--- config.mk ---
export PLATFORM = sky130hd
export DESIGN_NAME = range_counter
export DESIGN_NICKNAME = d
export VERILOG_FILES = /design/src/rtl/range_counter_pkg.sv /design/src/rtl/range_next.sv /design/src/rtl/range_counter.sv
export SDC_FILE = /design/constraint.sdc
export NUM_CORES = 1
export LEC_CHECK = 0
export BUFFER_PORTS_ARGS = -buffer_cell sky130_fd_sc_hd__buf_2
export CAP_MARGIN = 20
export CELL_PAD_IN_SITES_DETAIL_PLACEMENT = 2
export CELL_PAD_IN_SITES_GLOBAL_PLACEMENT = 2
export CORE_ASPECT_RATIO = 0.6
export CORE_MARGIN = 2
export CORE_UTILIZATION = 36
export CTS_BUF_LIST = sky130_fd_sc_hd__clkbuf_4
export CTS_CLUSTER_DIAMETER = 50
export DETAILED_ROUTE_END_ITERATION = 8
export HOLD_SLACK_MARGIN = 0.08
export PLACE_DENSITY_LB_ADDON = 0.1
export SLEW_MARGIN = 15
export SYNTH_ARGS = -nofsm -noshare
export SYNTH_HDL_FRONTEND = slang
export SYNTH_SLANG_ARGS = --single-unit
--- constraint.sdc ---
create_clock -name clk -period 2.2 [get_ports clk]
set_clock_uncertainty 0.05 [all_clocks]
set_input_delay 0.44 -clock clk [delete_from_list [all_inputs] [get_ports clk]]
set_output_delay 0.44 -clock clk [all_outputs]
set_load 0.02 [all_outputs]
--- src/rtl/range_counter_pkg.sv ---
// Shared types for the programmable bounded counter.
// Holds the counting-mode and phase enums plus the mode encodings seen on mode_in.
// No logic lives here apart from a small cast helper.
package range_counter_pkg;

  localparam logic [1:0] MODE_UP_ENC       = 2'd0;
  localparam logic [1:0] MODE_DOWN_ENC     = 2'd1;
  localparam logic [1:0] MODE_PINGPONG_ENC = 2'd2;
  localparam logic [1:0] MODE_ONESHOT_ENC  = 2'd3;

  typedef enum logic [1:0] {
    UP       = MODE_UP_ENC,
    DOWN     = MODE_DOWN_ENC,
    PINGPONG = MODE_PINGPONG_ENC,
    ONESHOT  = MODE_ONESHOT_ENC
  } mode_e;

  // FIN is only ever reached in ONESHOT, once the upper bound has been hit.
  typedef enum logic {
    RUN = 1'b0,
    FIN = 1'b1
  } phase_e;

  function automatic mode_e to_mode(input logic [1:0] m);
    return mode_e'(m);
  endfunction

endpackage

--- src/rtl/range_next.sv ---
// Next-count computation for one enabled step of the bounded counter.
// Combinational, zero latency; no handshake, the caller decides when to apply it.
// Ports: count/lo/hi/mode/dir in; next_out, next_dir, hit_bound (bound reached this step) out.
module range_next
  import range_counter_pkg::*;
#(
  parameter int WIDTH = 3
) (
  input  logic [WIDTH-1:0] count,
  input  logic [WIDTH-1:0] lo,
  input  logic [WIDTH-1:0] hi,
  input  mode_e            mode,
  input  logic             dir,
  output logic [WIDTH-1:0] next_out,
  output logic             next_dir,
  output logic             hit_bound
);

  logic at_hi;
  logic at_lo;
  logic span;

  // Bounds are detected by equality only, so the full 0..2^WIDTH-1 range
  // never relies on the adder rolling over.
  assign at_hi = (count == hi);
  assign at_lo = (count == lo);
  assign span  = (hi != lo);

  always_comb begin
    next_out  = count;
    next_dir  = dir;
    hit_bound = 1'b0;
    unique case (mode)
      UP: begin
        next_dir = 1'b1;
        if (at_hi) begin
          next_out  = lo;
          hit_bound = 1'b1;
        end else begin
          next_out = count + WIDTH'(1);
        end
      end
      DOWN: begin
        next_dir = 1'b0;
        if (at_lo) begin
          next_out  = hi;
          hit_bound = 1'b1;
        end else begin
          next_out = count - WIDTH'(1);
        end
      end
      PINGPONG: begin
        if (dir) begin
          if (at_hi) begin
            hit_bound = 1'b1;
            next_dir  = 1'b0;
            // With lo==hi there is nowhere to turn to, so the count holds.
            if (span) next_out = hi - WIDTH'(1);
          end else begin
            next_out = count + WIDTH'(1);
          end
        end else begin
          if (at_lo) begin
            hit_bound = 1'b1;
            next_dir  = 1'b1;
            if (span) next_out = lo + WIDTH'(1);
          end else begin
            next_out = count - WIDTH'(1);
          end
        end
      end
      ONESHOT: begin
        next_dir = 1'b1;
        if (at_hi) begin
          hit_bound = 1'b1;
        end else begin
          next_out = count + WIDTH'(1);
        end
      end
      default: ;
    endcase
  end

endmodule

--- src/rtl/range_counter.sv ---
// Runtime-programmable bounded counter (up, down, ping-pong, one-shot) with wrap/done flags.
// One cycle latency: every output is registered and reflects the previous rising edge.
// No backpressure; priority per edge is rst_n > cfg_load > start > en.
// Ports: clk, rst_n (sync, active low), en, start, cfg_load, mode_in/lo_in/hi_in in;
//        out (count), wrap (bound pulse), done (one-shot finished), dir (1=up), cfg_err (rejected load) out.
module range_counter
  import range_counter_pkg::*;
#(
  parameter int WIDTH    = 3,
  parameter int RESET_LO = 2,
  parameter int RESET_HI = 4
) (
  input  logic             clk,
  input  logic             rst_n,
  input  logic             en,
  input  logic             start,
  input  logic             cfg_load,
  input  logic [1:0]       mode_in,
  input  logic [WIDTH-1:0] lo_in,
  input  logic [WIDTH-1:0] hi_in,
  output logic [WIDTH-1:0] out,
  output logic             wrap,
  output logic             done,
  output logic             dir,
  output logic             cfg_err
);

  if (WIDTH < 2) begin : g_bad_width
    $error("range_counter: WIDTH must be at least 2");
  end
  if (RESET_LO > RESET_HI) begin : g_bad_bounds
    $error("range_counter: RESET_LO must not exceed RESET_HI");
  end

  localparam logic [WIDTH-1:0] RST_LO = WIDTH'(RESET_LO);
  localparam logic [WIDTH-1:0] RST_HI = WIDTH'(RESET_HI);

  logic [WIDTH-1:0] out_q, out_d;
  logic [WIDTH-1:0] lo_q, lo_d;
  logic [WIDTH-1:0] hi_q, hi_d;
  mode_e            mode_q, mode_d;
  logic             dir_q, dir_d;
  phase_e           phase_q, phase_d;
  logic             wrap_q, wrap_d;
  logic             cfg_err_q, cfg_err_d;

  logic [WIDTH-1:0] step_out;
  logic             step_dir;
  logic             step_hit;

  range_next #(.WIDTH(WIDTH)) u_next (
    .count     (out_q),
    .lo        (lo_q),
    .hi        (hi_q),
    .mode      (mode_q),
    .dir       (dir_q),
    .next_out  (step_out),
    .next_dir  (step_dir),
    .hit_bound (step_hit)
  );

  always_comb begin
    out_d     = out_q;
    lo_d      = lo_q;
    hi_d      = hi_q;
    mode_d    = mode_q;
    dir_d     = dir_q;
    phase_d   = phase_q;
    wrap_d    = 1'b0;
    cfg_err_d = 1'b0;
    if (cfg_load) begin
      // A rejected load leaves every piece of state alone apart from the error pulse.
      if (lo_in <= hi_in) begin
        lo_d    = lo_in;
        hi_d    = hi_in;
        mode_d  = to_mode(mode_in);
        out_d   = (mode_d == DOWN) ? hi_in : lo_in;
        dir_d   = (mode_d != DOWN);
        phase_d = RUN;
      end else begin
        cfg_err_d = 1'b1;
      end
    end else if (start) begin
      out_d   = (mode_q == DOWN) ? hi_q : lo_q;
      dir_d   = (mode_q != DOWN);
      phase_d = RUN;
    end else if (en && (phase_q == RUN)) begin
      out_d  = step_out;
      dir_d  = step_dir;
      wrap_d = step_hit;
      if ((mode_q == ONESHOT) && step_hit) phase_d = FIN;
    end
  end

  always_ff @(posedge clk) begin
    if (!rst_n) begin
      out_q     <= RST_LO;
      lo_q      <= RST_LO;
      hi_q      <= RST_HI;
      mode_q    <= UP;
      dir_q     <= 1'b1;
      phase_q   <= RUN;
      wrap_q    <= 1'b0;
      cfg_err_q <= 1'b0;
    end else begin
      out_q     <= out_d;
      lo_q      <= lo_d;
      hi_q      <= hi_d;
      mode_q    <= mode_d;
      dir_q     <= dir_d;
      phase_q   <= phase_d;
      wrap_q    <= wrap_d;
      cfg_err_q <= cfg_err_d;
    end
  end

  assign out     = out_q;
  assign wrap    = wrap_q;
  assign done    = (phase_q == FIN);
  assign dir     = dir_q;
  assign cfg_err = cfg_err_q;

endmodule

==> summary.md, run 1 <==
| Metric | Value |
|---|---|
| First-pass GRT wire length | `8.36 mm` |
| Input/output buffers | `19` |
| Final period util | `91.9%` |
| Mapped Avg Cell Area | `8.59 um2` |
| CTS clock-pin slew for the worst setup and hold paths | `~0.10 ns` |
| Starting Density | `approximately two fifths` |
| Clock sinks | `15` |
| Post-synthesis cell count | `170` |
| I/O pin total | `20` |
| Die span in y | `between 50 and 60 um` |
| Largest net degree at the start of global routing | `16` |
| CTS max path bufs | `2` |
| Pins over their slew limit | `0` |
| Final setup viols | `0` |
| Worst vdd rail ir drop | `242 uV` |
| Detailed Route WL | `5.07 mm` |
| Clock Tree Root | `clkbuf_4` |
| Crit path max fanout | `6` |
| Placed cell count | `237` |
| Hold_buf cts | `0` |
| Tmin final | `2.02 ns` |
| Seq/Total Area, Yosys | `between 20% and 30%` |
| Initial antenna violation count | `0` |
| Finished Layout Cells | `241` |
| Share of the synthesized area in the top cell type | `20.6%` |
| Area growth syn-to-layout | `14.3%` |
| Max_cap viols | `0` |
| Critical-path cell list | `inv_1 > ha_1 > nor2b_1 > nand4_1 > o32ai_2 > a221oi_4 > o21a_1 > o21ai_1` |
| 1st-iter DRT viols | `31` |
| Worst EP required | `2.39 ns` |
| CP peak stage delay | `0.37 ns` |
| Vias in the first global route | `between 1,500 and 2,000` |
| Share of cells above drive strength 1 | `25.3%` |
| Setup CP Type | `reg -> reg` |
| Worst EP arrival | `2.21 ns` |
| DP Wirelength | `a little over 4 mm` |
| Hold Vio Cnt, Final | `0` |
| Post-synth top flop | `dfxtp_1` |
| Largest area contributor in the netlist | `dfxtp_1` |
| Routed WL per cell | `21.0 um` |
| Die area | `0.00460 mm2` |
| Post-synth EDFFs | `0` |
| Final core occ | `44.1%` |
| Insertion delay to the later sink of the worst-skew pair | `around 0.30 ns` |
| CTS tree | `yes` |
| Number of remaining DRC errors | `0` |
| CP Launch Type | `flop` |
| Worst hold margin | `0.337 ns` |
| Grt ovf | `0` |
| # rows | `17` |
| Synth top cells by count | `16 x nand2_1, 15 x dfxtp_1, 14 x inv_1` |
| CTS H-tree depth | `1` |
| Unrepaired setup endpoints after global routing | `false` |
| Drt first pass iters | `4` |
| Crit. End Element | `flop` |
| Nets | `approximately 220` |
| Syn nets | `between 150 and 200` |
| Worst hold path class | `in -> reg` |
| # diodes | `0` |
| Total negative setup slack | `0 ns` |
| Synthesis Warnings | `0` |
| Worst slew pin tran | `roughly 0.45 ns` |
| Die Wd | `86.2 um` |
| Most common cell in the netlist | `nand2_1` |
| Slowest-stage cell, CP | `nor2b_1` |
| Vias per cell | `5.82` |
| Fmax | `0.494 GHz` |
| GPL Wtd Cong | `between 0.8 and 0.9` |
| Leak | `~0.73 nW` |
| Antenna Nets Post-Route | `0` |
| Fraction of registers with async set/reset | `0%` |
| Top post-synthesis cells by area | `dfxtp_1 21%, ha_1 9.4%, mux2i_1 8.2%` |
| CTS buffer count | `3` |
| Register bit count reported by yosys | `15` |
| Mapped cell area | `about 0.0015 mm2` |
| Area of the core | `0.00379 mm2` |
| All-Layer GR Usage | `25.0%` |
| Worst rel slew slack | `70.0%` |
| Power per cell area | `roughly 580 mW/mm2` |
| Final-layout fill cell count | `between 400 and 500` |
| Status | `completed` |
| Distinct cells, synth | `45` |
| Via Count | `1,402` |
[layer usage]
metal	GRT usage [%]	routed length, um	up-vias
met5	0	0	-
met4	4.95	31	0
met3	4.52	168	4
met2	42.0	2270	28
met1	33.9	2600	708
li1	-	-	662
[path summary, 6_finish.rpt]
path / to / from / depth (start not counted) / slack (ns)
setup reg to reg: out[1]$_SDFFE_PN1P_ / mode_q[0]$_SDFFE_PN0P_ / 8 / 0.18
setup / recovery: out[1]$_SDFFE_PN1P_ / mode_q[0]$_SDFFE_PN0P_ / 8 / 0.18
hold reg to reg: done$_SDFFE_PN0P_ / done$_SDFFE_PN0P_ / 2 / 0.47
hold / removal: lo_q[1]$_SDFFE_PN1P_ / lo_in[1] / 3 / 0.34
[cells in the final DEF (no fill, tap or decap), types with 3 or more instances in the layout]
cell type	n
a21oi_1	6
a31oi_1	4
buf_2	19
buf_4	11
clkbuf_4	4
dfxtp_1	14
ha_1	11
inv_1	14
mux2i_1	12
nand2_1	16
nand2b_1	3
nand4_1	5
nor2_1	4
nor2b_1	10
nor3_1	3
o211ai_1	3
o21ai_0	6
o21ai_1	5
xnor2_1	6
xnor2_2	3
xor2_1	4
[cell families (layout without fill, tap and decap cells)]
kind of cell | count (synthesis) | after routing | synth area share (%)
AO/OA/AOI/OAI | 40 | 40 | 21.3
XOR/XNOR | 14 | 14 | 10.5
adder cells (fa/ha/maj) | 11 | 11 | 9.43
buffers and inverters | 24 | 48 | 7.63
flip-flops | 15 | 15 | 20.6
multiplexers | 15 | 15 | 10.5
AND/OR/NAND/NOR | 51 | 51 | 20.1
[sequential cells by signal (all words and copies together) (netlist names)]
| name | cells |
|---|---|
| cfg_err | 1 |
| out | 3 |
| done | 1 |
| lo_q | 3 |
| hi_q | 3 |
| dir | 1 |
| mode_q | 2 |
| wrap | 1 |
[stage by stage]
| step | total power [mW] | setup slack, ns | instance area [um2] |
|---|---|---|---|
| floorplan | 0.635 | 0.237 | 1460 |
| global placement | 0.754 | 0.101 | 1640 |
| detailed placement | 0.777 | 0.000833 | 1640 |
| CTS | 0.971 | 0.114 | 1670 |
| global route | 1.03 | 0.0406 | 1670 |
| finish | 0.969 | 0.178 | 1670 |
[power by group]
| part | switching, mW | internal (mW) | leakage [nW] | total (mW) |
|---|---|---|---|---|
| clock network | 0.106 | 0.0832 | 0.0184 | 0.189 |
| registers | 0.0506 | 0.293 | 0.124 | 0.344 |
| logic | 0.251 | 0.185 | 0.590 | 0.436 |
| total | 0.407 | 0.562 | 0.732 | 0.969 |
[layout make-up]
cell class	instances	area, um2	area share [%]
Clock buffer	4	30.0	1.80
Inverter	14	52.6	3.15
Multi-Input combinational cell	131	1050	62.8
Sequential cell	15	302	18.1
Tap cell	47	58.8	3.52
Timing Repair Buffer	30	178	10.6
[critical path, delay by kind of cell, from the launching register on]
kind            cells  cell delay [ns]
fa+ha+maj           1             0.28
buf+inv             1             0.10
simple gates        2             0.56
compound gates      4             0.60
flops               1             0.36
[repair_timing]
action                     in CTS  in global routing
buffers inserted                0                  0
gates resized for setup         0                  1
hold endpoints to repair        0                  0
setup endpoints to repair       0                  1
Note: power is estimated with default switching activity, not from simulation.
==> run 2, diff against run 1 <==
--- a/config.mk
+++ b/config.mk
@@ -5,13 +5,14 @@
 export SDC_FILE = /design/constraint.sdc
 export NUM_CORES = 1
 export LEC_CHECK = 0
+export ABC_AREA = 1
 export BUFFER_PORTS_ARGS = -buffer_cell sky130_fd_sc_hd__buf_2
 export CAP_MARGIN = 20
 export CELL_PAD_IN_SITES_DETAIL_PLACEMENT = 2
 export CELL_PAD_IN_SITES_GLOBAL_PLACEMENT = 2
 export CORE_ASPECT_RATIO = 0.6
 export CORE_MARGIN = 2
-export CORE_UTILIZATION = 36
+export CORE_UTILIZATION = 31
 export CTS_BUF_LIST = sky130_fd_sc_hd__clkbuf_4
 export CTS_CLUSTER_DIAMETER = 50
 export DETAILED_ROUTE_END_ITERATION = 8
==> summary.md, run 2 <==
| Metric | Value |
|---|---|
| Syn nets | `238 (was 194)` |
| Tmin final | `1.92 ns (was 2.02 ns)` |
| Power per cell area | `606 mW/mm2 (was 580 mW/mm2)` |
| Slowest-stage cell, CP | `nor3_1 (was nor2b_1)` |
| Post-synth top flop | `dfxtp_1 (unchanged)` |
| Status | `completed (unchanged)` |
| P_int | `508 uW (was 562 uW)` |
| # diodes | `0 (unchanged)` |
| Setup bufs post-CTS | `0 (unchanged)` |
| CTS buffer count | `3 (unchanged)` |
| Share of the synthesized area in the top cell type | `22.3% (was 20.6%)` |
| Area growth syn-to-layout | `13.6% (was 14.3%)` |
| Pins over their slew limit | `0 (unchanged)` |
| Switch share | `45.1% (was 42.0%)` |
| Commonest non-fill, non-tap cell in the layout | `nand2_1 (was buf_2)` |
| I/O pin total | `20 (unchanged)` |
| Setup CP Type | `reg -> reg (unchanged)` |
| Hold_buf cts | `0 (unchanged)` |
| Via Count | `1,472 (was 1,402)` |
| Worst EP required | `2.35 ns (was 2.39 ns)` |
| Worst reg-to-reg setup slack | `0.28 ns (was 0.18 ns)` |
| CTS resizes | `0 (unchanged)` |
| Post-placement cell area | `0.00150 mm2 (was 0.00164 mm2)` |
| Clock Tree Root | `clkbuf_4 (unchanged)` |
| Synth top cells by count | `63 x nand2_1, 29 x inv_1, 18 x o21ai_0 (was 16 x nand2_1, 15 x dfxtp_1, 14 x inv_1)` |
| CP peak stage delay | `0.55 ns (was 0.37 ns)` |
| Largest area contributor in the netlist | `dfxtp_1 (unchanged)` |
| DP Wirelength | `4.08 mm (was 4.13 mm)` |
| Top delay family on crit path | `simple AND/OR/NAND/NOR gates (was compound AO/OA/AOI/OAI gates)` |
| CTS clock-pin slew for the worst setup and hold paths | `0.09 ns (was 0.10 ns)` |
| Clock power share | `17.6% (was 19.5%)` |
| Vias per cell | `4.99 (was 5.82)` |
| GPL Wtd Cong | `0.867 (was 0.824)` |
| Worst EP arrival | `2.06 ns (was 2.21 ns)` |
| Most common cell in the netlist | `nand2_1 (unchanged)` |
| Vias in the first global route | `1,496 (was 1,532)` |
| Final-layout fill cell count | `541 (was 433)` |
| Crit. End Element | `flop (unchanged)` |
| Share of cells above drive strength 1 | `17.0% (was 25.3%)` |
| Die span in y | `55.0 um (was 53.3 um)` |
| Seq/Total Area, Yosys | `22.3% (was 20.6%)` |
| Final period util | `87.2% (was 91.9%)` |
| Initial antenna violation count | `0 (unchanged)` |
| Max_cap viols | `0 (unchanged)` |
| Hold Vio Cnt, Final | `0 (unchanged)` |
| CTS H-tree depth | `1 (unchanged)` |
| Number of remaining DRC errors | `0 (unchanged)` |
| Most common cell on crit path | `nand2_1` |
| Worst vdd rail ir drop | `219 uV (was 242 uV)` |
| Sw power | `418 uW (was 407 uW)` |
| Largest net degree at the start of global routing | `14 (was 16)` |
| Antenna Nets Post-Route | `0 (unchanged)` |
| CP Launch Type | `flop (unchanged)` |
| Input/output buffers | `19 (unchanged)` |
| Sequential share of power | `36.8% (was 35.5%)` |
| Fmax | `0.521 GHz (was 0.494 GHz)` |
| Mapped cell area | `0.00135 mm2 (was 0.00146 mm2)` |
| Grt ovf | `0 (unchanged)` |
| Post-synth EDFFs | `0 (unchanged)` |
| Detailed Route WL | `4.75 mm (was 5.07 mm)` |
| Routed WL per cell | `16.1 um (was 21.0 um)` |
| CTS tree | `yes (unchanged)` |
| Total negative setup slack | `0 ns (unchanged)` |
| Clock sinks | `15 (unchanged)` |
| Area of the core | `0.00414 mm2 (was 0.00379 mm2)` |
| Die Wd | `89.1 um (was 86.2 um)` |
| Die area | `0.00490 mm2 (was 0.00460 mm2)` |
| Combinational share of power | `45.6% (was 45.0%)` |
| Crit path max fanout | `6 (unchanged)` |
| Post-synthesis cell count | `214 (was 170)` |
| CTS max path bufs | `2 (unchanged)` |
| Most frequent cells in the layout | `63 x nand2_1, 29 x inv_1, 19 x buf_2, 18 x o21ai_0 (was 19 x buf_2, 16 x nand2_1, 14 x inv_1, 14 x dfxtp_1, 12 x mux2i_1)` |
| Mapped Avg Cell Area | `6.29 um2 (was 8.59 um2)` |
| Nets | `260 (was 219)` |
| Insertion delay to the later sink of the worst-skew pair | `0.29 ns (was 0.30 ns)` |
| Top post-synthesis cells by area | `dfxtp_1 22%, nand2_1 18%, ha_1 10% (was dfxtp_1 21%, ha_1 9.4%, mux2i_1 8.2%)` |
| # rows | `18 (was 17)` |
| Worst rel slew slack | `57.8% (was 70.0%)` |
| Unrepaired setup endpoints after global routing | `false (unchanged)` |
| Final core occ | `36.9% (was 44.1%)` |
| Starting Density | `32.5% (was 38.6%)` |
| Leak | `0.812 nW (was 0.732 nW)` |
| All-Layer GR Usage | `21.9% (was 25.0%)` |
| Synthesis Warnings | `0 (unchanged)` |
| Critical-path cell list | `xor2_1 > nor3_1 > nand2_1 > nand2_1 > nand3_1 > nand3_2 > nand2_1 > nand2_1 > a21oi_2 (was inv_1 > ha_1 > nor2b_1 > nand4_1 > o32ai_2 > a221oi_4 > o21a_1 > o21ai_1)` |
| Drt first pass iters | `4 (unchanged)` |
| Register bit count reported by yosys | `15 (unchanged)` |
| 1st-iter DRT viols | `73 (was 31)` |
| Finished Cell Area | `0.00153 mm2 (was 0.00167 mm2)` |
| Fraction of registers with async set/reset | `0% (unchanged)` |
| Worst slew pin tran | `0.629 ns (was 0.449 ns)` |
| Final setup viols | `0 (unchanged)` |
| Crit path buf inv count | `0 (was 1)` |
| First-pass GRT wire length | `7.78 mm (was 8.36 mm)` |
| Worst hold path class | `in -> reg (unchanged)` |
| Distinct cells, synth | `26 (was 45)` |
[run 2: layout make-up]
cell class / count / area, um2 / area share [%]
Clock buffer: 3 / 22.5 / 1.47
Clock inverter: 1 / 5.00 / 0.327
Inverter: 34 / 128 / 8.35
Multi-Input combinational cell: 162 / 896 / 58.6
Sequential cell: 15 / 300 / 19.6
Tap cell: 60 / 75.1 / 4.91
Timing Repair Buffer: 20 / 103 / 6.71
[run 2: kinds of logic after synthesis]
group	share of synthesized area (%)
compound gates	20.3
xor+xnor	3.90
fa+ha+maj	10.2
buf+inv	11.2
flops	22.3
simple gates	32.2
[run 2: path summary, 6_finish.rpt]
check,start,to,cells after the start
min reg2reg,done$_SDFFE_PN0P_,done$_SDFFE_PN0P_,2
max reg2reg,hi_q[2]$_SDFFE_PN1P_,out[2]$_SDFFE_PN0P_,9
max,hi_q[2]$_SDFFE_PN1P_,out[2]$_SDFFE_PN0P_,9
min,en,wrap$_SDFF_PP0_,3
[run 2: layer usage]
layer  global-route usage (%)  up-vias  wire length [um]
met3                     3.56        4               103
met5                        0        -                 0
met4                     3.73        0                32
met1                     32.5      714              2620
li1                         -      737                 -
met2                     34.0       17              1990
[run 2: stage by stage]
stage	hold WS, ns	std cells	power [mW]	worst slack, ns
after floorplan	0.437	214	0.635	0.488
after global placement	0.407	291	0.745	0.134
after detailed placement	0.426	291	0.771	0.0353
after CTS	0.357	295	0.937	0.323
after global routing	0.356	295	1.01	0.142
final	0.365	295	0.926	0.282
[run 2: tightest hold or removal path, delay by kind of cell]
kind	cells	cell delay, ns
AND/OR/NAND/NOR	2	0.13
buffers and inverters	1	0.09
[run 2: power by group through the flow]
stage | Combinational [mW] | Clock (mW) | Sequential (mW)
floorplan | 0.289 | 0 | 0.346
global placement | 0.399 | 0 | 0.346
detailed placement | 0.423 | 0 | 0.348
CTS | 0.426 | 0.169 | 0.342
global route | 0.480 | 0.182 | 0.346
finish | 0.423 | 0.163 | 0.341
